File: src/rtl/id_ex_stage.sv
// RiSC-16 ID/EX pipeline register with ALU operand select and load-use detection.
// Define RISC16_FWD_EN to enable MEM/WB bypassing; otherwise any RAW hazard stalls decode.
module id_ex_stage #(
    parameter int p_WORD_LEN = 16
) (
    input  logic                  i_clk,
    input  logic                  i_rst,
    input  logic                  i_dec_valid,
    input  logic [2:0]            i_dec_opcode,
    input  logic [2:0]            i_dec_ra,
    input  logic [2:0]            i_dec_rb,
    input  logic [2:0]            i_dec_rc,
    input  logic [p_WORD_LEN-1:0] i_dec_imm,
    input  logic [p_WORD_LEN-1:0] i_dec_pc,
    input  logic [p_WORD_LEN-1:0] i_rf_a,
    input  logic [p_WORD_LEN-1:0] i_rf_b,
    input  logic [p_WORD_LEN-1:0] i_rf_c,
    input  logic                  i_mem_wr_en,
    input  logic [2:0]            i_mem_wr_idx,
    input  logic [p_WORD_LEN-1:0] i_mem_wr_data,
    input  logic                  i_wb_wr_en,
    input  logic [2:0]            i_wb_wr_idx,
    input  logic [p_WORD_LEN-1:0] i_wb_wr_data,
    input  logic                  i_stall,
    input  logic                  i_flush,
    output logic                  o_load_use,
    output logic                  o_valid,
    output logic                  o_alu_op,
    output logic [p_WORD_LEN-1:0] o_alu_ina,
    output logic [p_WORD_LEN-1:0] o_alu_inb,
    output logic [p_WORD_LEN-1:0] o_store_data,
    output logic [p_WORD_LEN-1:0] o_jump_target,
    output logic [p_WORD_LEN-1:0] o_pc,
    output logic [2:0]            o_opcode,
    output logic                  o_wr_en,
    output logic [2:0]            o_wr_idx
);

    localparam logic [2:0] OP_ADD  = 3'd0;
    localparam logic [2:0] OP_ADDI = 3'd1;
    localparam logic [2:0] OP_NAND = 3'd2;
    localparam logic [2:0] OP_LUI  = 3'd3;
    localparam logic [2:0] OP_SW   = 3'd4;
    localparam logic [2:0] OP_LW   = 3'd5;
    localparam logic [2:0] OP_BEQ  = 3'd6;
    localparam logic [2:0] OP_JALR = 3'd7;

    localparam logic [p_WORD_LEN-1:0] ZERO_W = {p_WORD_LEN{1'b0}};
    localparam logic [p_WORD_LEN-1:0] ONE_W  = {{(p_WORD_LEN-1){1'b0}}, 1'b1};

    function automatic logic reads_a(input logic [2:0] op);
        return (op == OP_SW) || (op == OP_BEQ);
    endfunction

    function automatic logic reads_b(input logic [2:0] op);
        return (op != OP_LUI);
    endfunction

    function automatic logic reads_c(input logic [2:0] op);
        return (op == OP_ADD) || (op == OP_NAND);
    endfunction

    function automatic logic writes_reg(input logic [2:0] op);
        return (op != OP_SW) && (op != OP_BEQ);
    endfunction

    function automatic logic src_hit(input logic [2:0] op, input logic [2:0] ra,
                                     input logic [2:0] rb, input logic [2:0] rc,
                                     input logic [2:0] idx);
        return (reads_a(op) && (ra == idx)) ||
               (reads_b(op) && (rb == idx)) ||
               (reads_c(op) && (rc == idx));
    endfunction

    logic                  valid_q, valid_d;
    logic                  wr_en_q, wr_en_d;
    logic [2:0]            opcode_q, opcode_d;
    logic [2:0]            ra_q, ra_d;
    logic [2:0]            rb_q, rb_d;
    logic [2:0]            rc_q, rc_d;
    logic [p_WORD_LEN-1:0] imm_q, imm_d;
    logic [p_WORD_LEN-1:0] pc_q, pc_d;
    logic [p_WORD_LEN-1:0] a_q, a_d;
    logic [p_WORD_LEN-1:0] b_q, b_d;
    logic [p_WORD_LEN-1:0] c_q, c_d;

    logic                  hazard_s;
    logic                  load_use_s;
    logic [p_WORD_LEN-1:0] cap_a_s, cap_b_s, cap_c_s;
    logic [p_WORD_LEN-1:0] fa_s, fb_s, fc_s;
    logic [p_WORD_LEN-1:0] alu_ina_s, alu_inb_s;

`ifdef RISC16_FWD_EN
    function automatic logic [p_WORD_LEN-1:0] fwd_val(
        input logic [2:0]            idx,
        input logic [p_WORD_LEN-1:0] latched,
        input logic                  mem_en,
        input logic [2:0]            mem_idx,
        input logic [p_WORD_LEN-1:0] mem_data,
        input logic                  wb_en,
        input logic [2:0]            wb_idx,
        input logic [p_WORD_LEN-1:0] wb_data
    );
        logic [p_WORD_LEN-1:0] res;
        if (idx == 3'd0) begin
            res = ZERO_W;
        end else if (mem_en && (mem_idx == idx)) begin
            res = mem_data;
        end else if (wb_en && (wb_idx == idx)) begin
            res = wb_data;
        end else begin
            res = latched;
        end
        return res;
    endfunction

    // Only a load in EX cannot be bypassed in time; everything else forwards.
    always_comb begin
        hazard_s = valid_q && wr_en_q && (opcode_q == OP_LW) &&
                   src_hit(i_dec_opcode, i_dec_ra, i_dec_rb, i_dec_rc, ra_q);
    end

    // Capture-time bypass of the write committing this cycle.
    always_comb begin
        cap_a_s = (i_wb_wr_en && (i_wb_wr_idx != 3'd0) && (i_wb_wr_idx == i_dec_ra)) ? i_wb_wr_data : i_rf_a;
        cap_b_s = (i_wb_wr_en && (i_wb_wr_idx != 3'd0) && (i_wb_wr_idx == i_dec_rb)) ? i_wb_wr_data : i_rf_b;
        cap_c_s = (i_wb_wr_en && (i_wb_wr_idx != 3'd0) && (i_wb_wr_idx == i_dec_rc)) ? i_wb_wr_data : i_rf_c;
    end

    // EX-side forwarding of latched sources from the live MEM/WB writes.
    always_comb begin
        fa_s = fwd_val(ra_q, a_q, i_mem_wr_en, i_mem_wr_idx, i_mem_wr_data, i_wb_wr_en, i_wb_wr_idx, i_wb_wr_data);
        fb_s = fwd_val(rb_q, b_q, i_mem_wr_en, i_mem_wr_idx, i_mem_wr_data, i_wb_wr_en, i_wb_wr_idx, i_wb_wr_data);
        fc_s = fwd_val(rc_q, c_q, i_mem_wr_en, i_mem_wr_idx, i_mem_wr_data, i_wb_wr_en, i_wb_wr_idx, i_wb_wr_data);
    end
`else
    logic unused_fwd_s;

    // Without bypassing, decode waits until every in-flight writer has reached the register file.
    always_comb begin
        hazard_s = (valid_q && wr_en_q &&
                    src_hit(i_dec_opcode, i_dec_ra, i_dec_rb, i_dec_rc, ra_q)) ||
                   (i_mem_wr_en && (i_mem_wr_idx != 3'd0) &&
                    src_hit(i_dec_opcode, i_dec_ra, i_dec_rb, i_dec_rc, i_mem_wr_idx)) ||
                   (i_wb_wr_en && (i_wb_wr_idx != 3'd0) &&
                    src_hit(i_dec_opcode, i_dec_ra, i_dec_rb, i_dec_rc, i_wb_wr_idx));
    end

    // Operands come straight from the latched register-file reads.
    always_comb begin
        cap_a_s = i_rf_a;
        cap_b_s = i_rf_b;
        cap_c_s = i_rf_c;
        fa_s    = a_q;
        fb_s    = b_q;
        fc_s    = c_q;
    end

    assign unused_fwd_s = ^{i_mem_wr_data, i_wb_wr_data, rb_q, rc_q};
`endif

    // Load-use request, suppressed by a flush since the decode slot is squashed anyway.
    always_comb begin
        load_use_s = i_dec_valid && !i_flush && hazard_s;
    end

    // Next-state: flush bubble, stall hold, load-use bubble, else capture.
    always_comb begin
        valid_d  = valid_q;
        wr_en_d  = wr_en_q;
        opcode_d = opcode_q;
        ra_d     = ra_q;
        rb_d     = rb_q;
        rc_d     = rc_q;
        imm_d    = imm_q;
        pc_d     = pc_q;
        a_d      = a_q;
        b_d      = b_q;
        c_d      = c_q;
        if (i_flush || (!i_stall && load_use_s)) begin
            valid_d  = 1'b0;
            wr_en_d  = 1'b0;
            opcode_d = OP_ADD;
            ra_d     = 3'd0;
            rb_d     = 3'd0;
            rc_d     = 3'd0;
            imm_d    = ZERO_W;
            pc_d     = ZERO_W;
            a_d      = ZERO_W;
            b_d      = ZERO_W;
            c_d      = ZERO_W;
        end else if (!i_stall) begin
            valid_d  = i_dec_valid;
            wr_en_d  = i_dec_valid && writes_reg(i_dec_opcode) && (i_dec_ra != 3'd0);
            opcode_d = i_dec_opcode;
            ra_d     = i_dec_ra;
            rb_d     = i_dec_rb;
            rc_d     = i_dec_rc;
            imm_d    = i_dec_imm;
            pc_d     = i_dec_pc;
            a_d      = cap_a_s;
            b_d      = cap_b_s;
            c_d      = cap_c_s;
        end else begin
            valid_d  = valid_q;
        end
    end

    // Pipeline register with asynchronous clear.
    always_ff @(posedge i_clk or posedge i_rst) begin
        if (i_rst) begin
            valid_q  <= 1'b0;
            wr_en_q  <= 1'b0;
            opcode_q <= 3'd0;
            ra_q     <= 3'd0;
            rb_q     <= 3'd0;
            rc_q     <= 3'd0;
            imm_q    <= ZERO_W;
            pc_q     <= ZERO_W;
            a_q      <= ZERO_W;
            b_q      <= ZERO_W;
            c_q      <= ZERO_W;
        end else begin
            valid_q  <= valid_d;
            wr_en_q  <= wr_en_d;
            opcode_q <= opcode_d;
            ra_q     <= ra_d;
            rb_q     <= rb_d;
            rc_q     <= rc_d;
            imm_q    <= imm_d;
            pc_q     <= pc_d;
            a_q      <= a_d;
            b_q      <= b_d;
            c_q      <= c_d;
        end
    end

    // ALU operand map per opcode.
    always_comb begin
        alu_ina_s = fb_s;
        alu_inb_s = fc_s;
        case (opcode_q)
            OP_ADD, OP_NAND: begin
                alu_ina_s = fb_s;
                alu_inb_s = fc_s;
            end
            OP_ADDI, OP_LW, OP_SW: begin
                alu_ina_s = fb_s;
                alu_inb_s = imm_q;
            end
            OP_LUI: begin
                alu_ina_s = imm_q;
                alu_inb_s = ZERO_W;
            end
            OP_BEQ: begin
                alu_ina_s = fa_s;
                alu_inb_s = fb_s;
            end
            OP_JALR: begin
                alu_ina_s = pc_q;
                alu_inb_s = ONE_W;
            end
            default: begin
                alu_ina_s = fb_s;
                alu_inb_s = fc_s;
            end
        endcase
    end

    assign o_load_use    = load_use_s;
    assign o_valid       = valid_q;
    assign o_alu_op      = (opcode_q == OP_NAND);
    assign o_alu_ina     = alu_ina_s;
    assign o_alu_inb     = alu_inb_s;
    assign o_store_data  = fa_s;
    assign o_jump_target = fb_s;
    assign o_pc          = pc_q;
    assign o_opcode      = opcode_q;
    assign o_wr_en       = wr_en_q;
    assign o_wr_idx      = ra_q;

endmodule

File: config.mk
export PLATFORM = sky130hd
export DESIGN_NAME = id_ex_stage
export DESIGN_NICKNAME = d
export VERILOG_FILES = /design/src/rtl/id_ex_stage.sv
export SDC_FILE = /design/constraint.sdc
export NUM_CORES = 1
export LEC_CHECK = 0
export CELL_PAD_IN_SITES_DETAIL_PLACEMENT = 1
export CELL_PAD_IN_SITES_GLOBAL_PLACEMENT = 2
export CORE_ASPECT_RATIO = 0.7
export CORE_MARGIN = 1.5
export CORE_UTILIZATION = 23
export CTS_CLUSTER_SIZE = 24
export DETAILED_ROUTE_END_ITERATION = 16
export GPL_TIMING_DRIVEN = 0
export HOLD_SLACK_MARGIN = 0.12
export PLACE_DENSITY_LB_ADDON = 0.15
export SLEW_MARGIN = 40
export SYNTH_ARGS = -nofsm -noshare
export SYNTH_HDL_FRONTEND = slang
export SYNTH_SLANG_ARGS = --single-unit
File: constraint.sdc
create_clock -name i_clk -period 2.7 [get_ports i_clk]
set_input_delay 0.27 -clock i_clk [delete_from_list [all_inputs] [get_ports i_clk]]
set_output_delay 0.27 -clock i_clk [all_outputs]
set_load 0.005 [all_outputs]
==> qor.txt, run 1 <==
=================================================================================================
Worst Setup Start Kind                                                                   register
Final-stage net count                                                                         857
RSZ-0062 raised after global routing                                                        false
DR DRC count                                                                                    0
Per-instance average area after synthesis                                              10.25 um^2
First-pass iteration count of the detailed router                                               4
Top-Level Pins                                                                                227
Total power density per cell area                                                    479.7 mW/mm^2
Sequential power share                                                                      39.6%
Num Clock Sinks                                                                                88
Clk_lat worst skew                                                                        0.36 ns
Critical Path Slowest Stage Cell                                                     sky130_fd_sc_hd__clkdlybuf4s50_1
Die height                                                                               130.2 um
Area after DPL                                                                       0.007667 mm^2
Min-Delay Path Class                                                                  in -> async
Initial standard-cell utilization of the core                                              23.46%
Lkg Pwr                                                                                  4.000 nW
Final antenna-violating net count                                                               0
Net switching fraction of the power                                                        27.75%
Vias in the first global route                                                              5,671
Synth area leaders                                                                   sky130_fd_sc_hd__dfrtp_1 (41%), sky130_fd_sc_hd__a41o_1 (15%), sky130_fd_sc_hd__and3b_1 (13%), sky130_fd_sc_hd__xnor2_1 (4.4%), sky130_fd_sc_hd__o22ai_1 (3.8%)
Time the final worst path needs with I/O delays and setup                                2.641 ns
Clock Root Buffer                                                                    sky130_fd_sc_hd__clkbuf_16
Max-slew violations                                                                             0
Critical path fanouts, max                                                                     10
Most utilized layer in the global route result                                               met1
Finish-stage setup viols                                                                        0
Largest stage delay, worst path                                                           0.58 ns
Die Footprint                                                                        0.02407 mm^2
Sequential cell area fraction in the yosys report                                          41.39%
Met2 demand-to-capacity share in global routing                                            31.36%
Transition time at the pin with the least slew margin                                   0.7275 ns
Total global routing track utilization                                                     21.91%
Iter 0 DRT Violations                                                                         313
Synth Register Bits                                                                            88
Switching power of the nets                                                            0.001074 W
Post-route standard cell area excluding fillers                                      0.008070 mm^2
Number of antenna violations at the first check in global routing                               0
Ordered cell list for the critical path                                              and2_1 > clkbuf_4 > a21oi_1 > o21ai_0 > clkdlybuf4s50_1
Post-synth design cell area                                                          0.005320 mm^2
Number of distinct library cell variants in the gate-level netlist after synthesis             33
Critical path class                                                                    reg -> out
Type of destination of the critical path                                              output port
Placeable core region                                                                0.02268 mm^2
Buffers from clock root to sink, at most                                                        2
Number of CTS-inserted buffers                                                                  9
Post-Route Hold Slack                                                                   0.3110 ns
Combinational fraction of design power                                                      23.4%
Post-synthesis instance total                                                                 519
TritonCTS clock tree                                                                          yes
Cell accounting for the most synthesized area                                        sky130_fd_sc_hd__dfrtp_1
Final worst-path cycle share                                                               97.83%
Vias per std cell                                                                           5.220
Hpwl dp                                                                                 19,990 um
Met1 demand-to-capacity share in global routing                                            32.71%
Clk pin slew, worst setup/hold paths                                                      0.07 ns
Final wirelength                                                                        25,920 um
Required time reported for the critical path endpoint                                     2.43 ns
Row count                                                                                      46
First-pass GRT wire length                                                              38,150 um
CTS H-tree depth                                                                                3
Internal power                                                                         0.002797 W
Endpoints failing hold                                                                          0
Hold_buf cts                                                                                    0
Synth-to-layout area growth                                                                51.69%
Status                                                                               finished, final reports clean
Final antenna diode count                                                                       0
Via count of the routed design                                                              5,403
Relative slew slack                                                                        51.50%
Avg WL per Cell                                                                          25.04 um
Largest clock skew in the final design                                                0.008041 ns
Fraction of layout cells with a size suffix above 1                                        9.405%
Max-Cap Viols                                                                                   0
Maximum resistive drop on vdd                                                           0.2791 mV
Number of inserted filler cells in the final layout                                         2,569
Post-synthesis net count                                                                      656
GPL Wtd Cong                                                                               0.8846
Setup Fix Bufs, Post-CTS                                                                        0
Met3 layer usage reported by global route                                                  5.359%
Width of the die                                                                         184.8 um
Number of buffer cells added on primary ports                                                 192
Clock share of power                                                                        37.0%
GR Overflow Total                                                                               0
Share of the synthesized area in the top cell type                                         41.39%
Critical Path AT                                                                          2.37 ns
Highest Clock Rate                                                                     0.3786 GHz
Maximum number of pins on one net before global-route repair                                   46
Total number of yosys warnings                                                                  0
=================================================================================================
## final timing paths
path | startpoint | endpoint | slack (ns) | cells after the start
max in group asynchronous | i_rst | o_store_data[12] | 1.79 | 3
worst min-delay path | i_rst | c_q[11] | 0.31 | 2
min in group i_clk | i_dec_pc[0] | o_pc[0] | 0.52 | 2
worst min register to register | o_valid | o_valid | 0.53 | 1
worst max-delay path | o_opcode[1] | o_alu_inb[15] | 0.06 | 5
worst max register to register | o_wr_idx[0] | imm_q[9] | 0.44 | 7
## cell families (layout without fill, tap and decap cells)
kind of cell,count (synthesis),after routing,share of synthesized area (%)
and+or+nand+nor,151,151,20.16
buffers and inverters,63,267,5.056
muxes,16,16,3.387
DFF,88,88,41.39
AOI/OAI and AO/OA,174,174,25.56
xor gates and xnor gates,27,27,4.445
## power by group through the flow
stage | logic [W] | clock network, W | registers (W)
after global routing | 0.000974 | 0.00151 | 0.00154
final | 0.000906 | 0.00143 | 0.00153
after CTS | 0.000908 | 0.00147 | 0.00153
after floorplan | 0.000383 | 0 | 0.00148
after global placement | 0.000873 | 0 | 0.00155
after detailed placement | 0.000896 | 0 | 0.00155
## layer usage
| metal | vias to the layer above | part of all wire, % |
|---|---|---|
| li1 | 2426 | - |
| met1 | 2765 | 52 |
| met2 | 189 | 41 |
| met3 | 23 | 6.1 |
| met4 | 0 | 1.4 |
| met5 | - | 0 |
## stage by stage
step | power, W | setup WS (ns) | std cells | utilization [%] | TNS (ns)
after floorplan | 0.001865 | 0.1514 | 519 | - | 0
after global placement | 0.002424 | -1.328 | 1023 | 33.66 | -118.79
after detailed placement | 0.002445 | -0.5536 | 1024 | 33.81 | -3.643
after CTS | 0.003909 | -0.07588 | 1036 | 35.54 | -0.07588
after global routing | 0.004029 | 0.009366 | 1035 | 35.59 | 0
final | 0.003871 | 0.05855 | 1035 | 35.59 | 0
## area by class of cell
| cell class | instances | area, um^2 | area share, % |
|---|---|---|---|
| plain buffers | 58 | 271.5 | 3.364 |
| clock buffers | 10 | 229.0 | 2.837 |
| clock inverters | 4 | 95.09 | 1.178 |
| inverters | 2 | 12.51 | 0.1550 |
| multi-input cells | 368 | 2919 | 36.17 |
| flip-flops and latches | 88 | 2205 | 27.32 |
| well taps | 312 | 390.4 | 4.837 |
| repair buffers | 193 | 1948 | 24.14 |
## worst max-delay path: cells and delay by family (launching register included)
kind,cells,cell delay (ns)
AOI/OAI and AO/OA,2,0.35
buffers and inverters,2,0.84
DFF,1,0.51
and+or+nand+nor,1,0.32
## synth_stat cells (all sizes together)
| cell | n |
|---|---|
| o22ai | 32 |
| and2b | 1 |
| nor2b | 21 |
| xnor2 | 27 |
| nand3 | 1 |
| clkbuf | 44 |
| nand3b | 1 |
| dfrtp | 88 |
| o21ai | 17 |
| nor2 | 6 |
| inv | 1 |
| a21o | 1 |
| a31oi | 3 |
| a21oi | 32 |
| a32o | 6 |
| clkinv | 1 |
| a41o | 80 |
| o31ai | 2 |
| nor3b | 6 |
| and2 | 6 |
| and3b | 76 |
| nand2 | 22 |
| nor4 | 1 |
| nor3 | 1 |
| a22o | 1 |
| buf | 17 |
| nand4 | 9 |
| mux2 | 16 |
## placed cells by master (no fill, tap or decap), types with 3 or more instances in the layout
cell type	netlist	routed
sky130_fd_sc_hd__buf_4	3	4
sky130_fd_sc_hd__clkbuf_1	44	35
sky130_fd_sc_hd__a32o_1	6	6
sky130_fd_sc_hd__nor2_1	6	3
sky130_fd_sc_hd__clkdlybuf4s50_1	0	188
sky130_fd_sc_hd__nor2b_1	21	21
sky130_fd_sc_hd__dlygate4sd2_1	0	3
sky130_fd_sc_hd__and3b_1	76	76
sky130_fd_sc_hd__clkbuf_2	0	3
sky130_fd_sc_hd__mux2_2	16	16
sky130_fd_sc_hd__dfrtp_1	88	86
sky130_fd_sc_hd__nor3b_1	6	6
sky130_fd_sc_hd__nand4_1	9	9
sky130_fd_sc_hd__nand2_1	22	19
sky130_fd_sc_hd__and2_1	6	6
sky130_fd_sc_hd__clkbuf_16	0	9
sky130_fd_sc_hd__a21oi_1	32	32
sky130_fd_sc_hd__bufinv_16	0	3
sky130_fd_sc_hd__clkbuf_4	0	3
sky130_fd_sc_hd__nor2_2	0	3
sky130_fd_sc_hd__o21ai_0	11	11
sky130_fd_sc_hd__xnor2_1	27	27
sky130_fd_sc_hd__buf_2	11	13
sky130_fd_sc_hd__o22ai_1	32	32
sky130_fd_sc_hd__a41o_1	80	80
sky130_fd_sc_hd__o21ai_1	5	5
## what timing repair did
| action | in CTS | in global routing |
|---|---|---|
| pin swaps | 0 | 4 |
| gates resized for setup | 28 | 7 |
| setup endpoints to repair | 22 | 14 |
## registers in the layout (all words and copies together), names as in the netlist
| name | cells |
|---|---|
| o_wr_idx | 3 |
| o_store_data | 16 |
| o_valid | 1 |
| o_opcode | 3 |
| imm_q | 16 |
| o_pc | 16 |
| o_wr_en | 1 |
| o_jump_target | 16 |
| c_q | 16 |
(Power assumes the default switching activity.)
==> inputs of run 2 (changes only) <==
==> constraint.sdc (replaced) <==
create_clock -name i_clk -period 2.7 [get_ports i_clk]
set_input_delay 0.27 -clock i_clk [delete_from_list [all_inputs] [get_ports i_clk]]
set_output_delay 0.27 -clock i_clk [all_outputs]
set_load 0.1 [all_outputs]
==> run 2 against run 1 <==
  * Worst hold slack better by 0.022 ns
  * Setup slack better by 0.033 ns
  * Sequential share of layout area increased by 0.74 points
  * Via count fell by 1.2%
  * Maximum frequency up 1.3%
  * Combinational power is 75% higher
  * Design area shrank 2.5%
  * Non-clock buffer count unchanged
  * Clock-buffer cell count grew 2
  * Power rose by 14%
  * Register-to-register slack got worse by 0.16 ns
  * Clock power shrank 9%
  * Critical path type unchanged
  * Critical endpoint is now o_alu_ina[12]
==> qor.txt, run 2 (synthesis results as in run 1) <==
=====================================================================================
Time the final worst path needs with I/O delays and setup                    2.608 ns
Width of the die                                                             184.8 um
DR DRC count                                                                        0
Most frequent standard cell in the layout excluding fill and tap cells   sky130_fd_sc_hd__clkdlybuf4s50_1
Internal power                                                             0.002594 W
Buffers from clock root to sink, at most                                            2
RSZ-0062 raised after global routing                                            false
CTS H-tree depth                                                                    3
Critical Path AT                                                              2.34 ns
Placeable core region                                                    0.02268 mm^2
Status                                                                   finished, final reports clean
Fraction of layout cells with a size suffix above 1                            25.38%
Final antenna-violating net count                                                   0
Synth-to-layout area growth                                                    47.88%
Number of antenna violations at the first check in global routing                   2
Lkg Pwr                                                                      4.114 nW
Clk pin slew, worst setup/hold paths                                          0.07 ns
Via count of the routed design                                                  5,337
Hpwl dp                                                                     20,220 um
Largest stage delay, worst path                                               0.49 ns
Total global routing track utilization                                         21.70%
GR Overflow Total                                                                   0
Die Footprint                                                            0.02407 mm^2
Number of standard cells in the layout, taps in and fillers out                 1,038
Reg-to-reg slack, setup                                                       0.28 ns
Final-stage net count                                                             857
Avg WL per Cell                                                              25.01 um
Initial standard-cell utilization of the core                                  23.46%
Finish-stage setup viols                                                            0
First-pass iteration count of the detailed router                                   4
Critical Path Slowest Stage Cell                                         sky130_fd_sc_hd__dfrtp_1
Num Clock Sinks                                                                    88
First-pass GRT wire length                                                  37,740 um
Ordered cell list for the critical path                                  buf_2 > nand2_1 > clkbuf_2 > o22ai_1 > a21oi_4 > clkbuf_4
Critical path fanouts, max                                                         10
Setup tns final                                                                  0 ns
Hold_buf cts                                                                        0
Max-Cap Viols                                                                       0
Total power density per cell area                                        561.6 mW/mm^2
Number of buffer cells added on primary ports                                     192
Startpoint of the most critical setup path                                o_opcode[2]
Endpoints failing hold                                                              0
Clock Root Buffer                                                        sky130_fd_sc_hd__clkbuf_16
Highest-count cells in the layout ignoring fill and taps                 sky130_fd_sc_hd__clkdlybuf4s50_1 (101), sky130_fd_sc_hd__dfrtp_1 (84), sky130_fd_sc_hd__a41o_1 (80), sky130_fd_sc_hd__buf_2 (79), sky130_fd_sc_hd__and3b_1 (76)
Largest clock skew in the final design                                    0.008060 ns
GPL Wtd Cong                                                                   0.8755
Setup Fix Bufs, Post-CTS                                                            0
Transition time at the pin with the least slew margin                       0.6985 ns
Maximum number of pins on one net before global-route repair                       53
Combinational fraction of design power                                          35.9%
Row count                                                                          46
Relative slew slack                                                            53.38%
PnR Total Power                                                            0.004419 W
Net switching fraction of the power                                            41.29%
Crit path max-delay family                                               buffers and inverters
Origin of the critical flop-to-flop path                                  o_wr_idx[0]
Max-slew violations                                                                 0
Clock share of power                                                            29.4%
Worst Setup Start Kind                                                       register
Crit path buf inv count                                                             3
CTS-repair resized insts                                                           29
Die height                                                                   130.2 um
Type of destination of the critical path                                  output port
Cell count after placement                                                      1,024
Reg-to-Reg End                                                               imm_q[9]
Critical path class                                                        reg -> out
Required time reported for the critical path endpoint                         2.43 ns
Final wirelength                                                            25,960 um
Clk_lat worst skew                                                            0.35 ns
Top-Level Pins                                                                    227
Sequential power share                                                          34.7%
Vias in the first global route                                                  5,685
End-of-flow core utilization                                                   34.69%
Number of CTS-inserted buffers                                                      9
Worst reg2reg path depth                                                            7
Min-Delay Path Class                                                      in -> async
Iter 0 DRT Violations                                                             358
Vias per std cell                                                               5.142
Switching power of the nets                                                0.001824 W
Highest Clock Rate                                                         0.3834 GHz
Post-Route Hold Slack                                                       0.3334 ns
Final worst-path cycle share                                                   96.59%
TritonCTS clock tree                                                              yes
Maximum resistive drop on vdd                                               0.3165 mV
=====================================================================================
## run 2: cell types whose count changed in the layout (fill, tap and decap cells not counted), sizes merged
cell and delta:
buf +84, bufinv -2, clkbuf +8, clkdlybuf4s50 -87
clkinvlp +2, diode +1, dlygate4sd2 -2, dlymetal6s2s -1
## run 2: through the flow
stage	setup slack, ns	area (um^2)
CTS	0.009711	7839
global route	0.001925	7865
floorplan	-0.4393	5583
finish	0.09203	7868
detailed placement	-0.3730	7473
global placement	-1.637	7895
## run 2: layout make-up
type	instances	area [um^2]
multi-input combinational	368	3142
fill	2620	14810
clock buffer	12	246.5
inverter	2	13.76
timing repair buffer	193	1549
antenna	1	2.502
tap	312	390.4
sequential	88	2207
clock inverter	4	53.80
buffer	58	262.8
## run 2: power groups by stage
stage / clock network, W / registers [W] / logic, W
2_1_floorplan: 0 / 0.00186 / 0.000759
3_3_place_gp: 0 / 0.00155 / 0.00164
3_5_place_dp: 0 / 0.00155 / 0.00157
4_1_cts: 0.00133 / 0.00153 / 0.00159
5_1_grt: 0.00137 / 0.00154 / 0.00166
6_report: 0.00130 / 0.00153 / 0.00159
## run 2: per-layer routing
metal / wire length (um) / GRT usage [%] / vias to the layer above
li1: - / - / 2434
met1: 12830 / 32.66 / 2695
met2: 10840 / 31.40 / 187
met3: 2019 / 4.800 / 21
met4: 263 / 4.448 / 0
met5: 0 / 0 / -
## run 2: how the worst max path moves through the flow
stage                          endpoint  slack (ns)  depth (start not counted)
after floorplan            o_alu_inb[2]       -0.44                          4
final                     o_alu_ina[12]        0.09                          6
after global routing      o_alu_ina[10]       0.002                          6
after global placement      o_wr_idx[2]       -1.64                          2
after detailed placement     o_load_use       -0.37                          8
after CTS                    o_load_use        0.01                          7
==> inputs of run 3 (changes only) <==
--- a/config.mk
+++ b/config.mk
@@ -10,6 +10,7 @@
 export CORE_ASPECT_RATIO = 0.7
 export CORE_MARGIN = 1.5
 export CORE_UTILIZATION = 23
+export CTS_BUF_LIST = sky130_fd_sc_hd__clkbuf_16
 export CTS_CLUSTER_SIZE = 24
 export DETAILED_ROUTE_END_ITERATION = 16
 export GPL_TIMING_DRIVEN = 0
==> run 3 against run 2 <==
  * Non-clock buffer count unchanged
  * Register-to-register slack is essentially flat
  * First-iteration DRC count down 2.0%
  * Maximum frequency up 0.41%
  * Combinational power barely moved
  * Setup slack improved by 0.011 ns
  * Sequential power about the same
  * Utilization is 0.055 points lower
  * Critical path depth unchanged
  * Sequential share of layout area about the same
  * Worst hold slack improved by 0.0029 ns
  * Critical path type unchanged
  * Critical endpoint unchanged
  * Largest cell class unchanged
==> qor.txt, run 3 (synthesis results as in run 1) <==
=====================================================================================
First-pass GRT wire length                                                  37,690 um
Clk_lat worst skew                                                            0.35 ns
Type of destination of the critical path                                  output port
Met3 wirelength from detailed routing                                         1886 um
Number of buffer cells added on primary ports                                     192
Final antenna diode count                                                           0
End-of-flow core utilization                                                   34.64%
Row count                                                                          46
CTS-repair resized insts                                                           29
Largest clock skew in the final design                                    0.008430 ns
Critical Path AT                                                              2.33 ns
Final antenna-violating net count                                                   0
Register Area                                                            0.002207 mm^2
Setup tns final                                                                  0 ns
Startpoint of the most critical setup path                                o_opcode[2]
Origin of the critical flop-to-flop path                                  o_wr_idx[0]
Number of antenna violations at the first check in global routing                   2
Setup ws final                                                              0.1025 ns
Ordered cell list for the critical path                                  buf_2 > nand2_1 > clkbuf_2 > o22ai_1 > a21oi_4 > clkbuf_4
Metal1 wirelength                                                           12,940 um
Combinational fraction of design power                                          36.2%
Highest-count cells in the layout ignoring fill and taps                 sky130_fd_sc_hd__clkdlybuf4s50_1 (101), sky130_fd_sc_hd__dfrtp_1 (84), sky130_fd_sc_hd__a41o_1 (80), sky130_fd_sc_hd__buf_2 (79), sky130_fd_sc_hd__and3b_1 (76)
Final wirelength                                                            25,950 um
Number of standard cells in the layout, taps in and fillers out                 1,037
Total global routing track utilization                                         21.67%
Buffers from clock root to sink, at most                                            2
Maximum number of pins on one net before global-route repair                       53
Required time reported for the critical path endpoint                         2.43 ns
WL met2                                                                     10,800 um
Net switching fraction of the power                                            41.61%
Critical path class                                                        reg -> out
Worst Setup Start Kind                                                       register
Vias per std cell                                                               5.152
Sequential power share                                                          34.9%
Iter 0 DRT Violations                                                             351
Relative slew slack                                                            52.07%
Worst setup slack before clock tree synthesis                              -0.3730 ns
RSZ-0062 raised after global routing                                            false
Status                                                                   finished, final reports clean
Vias in the first global route                                                  5,677
Clk pin slew, worst setup/hold paths                                          0.07 ns
Hpwl dp                                                                     20,220 um
Clock share of power                                                            28.8%
Final-stage net count                                                             857
Lkg Pwr                                                                      4.116 nW
Min-Delay Path Class                                                      in -> async
DR DRC count                                                                        0
Die height                                                                   130.2 um
Avg WL per Cell                                                              25.02 um
Critical Path Slowest Stage Cell                                         sky130_fd_sc_hd__dfrtp_1
Setup Fix Bufs, Post-CTS                                                            0
Num Clock Sinks                                                                    88
Multi-input gate area in the final layout                                0.003142 mm^2
Endpoints failing hold                                                              0
Hold_buf cts                                                                        0
TritonCTS clock tree                                                              yes
Time the final worst path needs with I/O delays and setup                    2.597 ns
Synth-to-layout area growth                                                    47.65%
Largest stage delay, worst path                                               0.49 ns
Top routing layer in use                                                         met4
Final worst-path cycle share                                                   96.20%
Initial standard-cell utilization of the core                                  23.46%
Via count of the routed design                                                  5,343
Most frequent standard cell in the layout excluding fill and tap cells   sky130_fd_sc_hd__clkdlybuf4s50_1
Clock Root Buffer                                                        sky130_fd_sc_hd__clkbuf_16
First-pass iteration count of the detailed router                                   4
Number of inserted filler cells in the final layout                             2,623
GPL Wtd Cong                                                                   0.8755
Number of CTS-inserted buffers                                                      9
Top-Level Pins                                                                    227
PnR Total Power                                                            0.004381 W
Critical path fanouts, max                                                         10
Cell count after placement                                                      1,024
Internal power                                                             0.002558 W
Transition time at the pin with the least slew margin                       0.7182 ns
GR Overflow Total                                                                   0
Max-slew violations                                                                 0
Fraction of layout cells with a size suffix above 1                            25.24%
Placeable core region                                                    0.02268 mm^2
Maximum resistive drop on vdd                                               0.3154 mV
Highest Clock Rate                                                         0.3850 GHz
Width of the die                                                             184.8 um
CTS H-tree depth                                                                    3
Max-Cap Viols                                                                       0
Total power density per cell area                                        557.8 mW/mm^2
Finish-stage setup viols                                                            0
Die Footprint                                                            0.02407 mm^2
Switching power of the nets                                                0.001823 W
=====================================================================================
[run 3: cell count changes in the layout (fill, tap and decap cells not counted)]
| cell | change |
|---|---|
| sky130_fd_sc_hd__clkbuf_1 | -2 |
| sky130_fd_sc_hd__inv_1 | +2 |
| sky130_fd_sc_hd__clkbuf_8 | -1 |
| sky130_fd_sc_hd__clkinv_1 | +1 |
| sky130_fd_sc_hd__diode_2 | -1 |
[run 3: final timing paths]
kind | end | slack [ns] | cells after the start
max reg2reg | imm_q[9] | 0.28 | 7
min reg2reg | o_valid | 0.52 | 1
max in group asynchronous | imm_q[2] | 1.78 | 3
min in group i_clk | o_valid | 0.52 | 1
min | c_q[6] | 0.34 | 2
max | o_alu_ina[12] | 0.10 | 6
[run 3: through the flow]
stage | instance area [um^2] | hold WS [ns]
after detailed placement | 7473 | 0.5162
after CTS | 7829 | 0.3690
after global routing | 7855 | 0.4036
after global placement | 7895 | 0.5076
after floorplan | 5583 | 0.4286
final | 7855 | 0.3363
[run 3: critical path, delay by kind of cell (launching register included)]
kind	cells	cell delay, ns
AO/OA/AOI/OAI	2	0.37
flip-flops	1	0.49
AND/OR/NAND/NOR	1	0.24
buffers and inverters	3	0.89
[run 3: area by class of cell]
cell class	instances	share of cell area (%)
well taps	312	4.970
repair buffers	193	19.72
plain buffers	58	3.345
clock inverters	7	0.8283
multi-input cells	368	40.00
flip-flops and latches	88	28.10
clock buffers	9	2.867
inverters	2	0.1752
[run 3: power by group through the flow]
stage                     Clock [W]  Combinational [W]  Sequential [W]
after global routing        0.00134            0.00165         0.00154
final                       0.00126            0.00159         0.00153
after global placement            0            0.00164         0.00155
after CTS                   0.00129            0.00159         0.00153
after floorplan                   0           0.000759         0.00186
after detailed placement          0            0.00157         0.00155
[run 3: metal layers]
| layer | track usage, % | vias to the layer above |
|---|---|---|
| met5 | 0 | - |
| met4 | 4.448 | 0 |
| met3 | 4.800 | 25 |
| met2 | 31.27 | 180 |
| met1 | 32.66 | 2699 |
| li1 | - | 2439 |
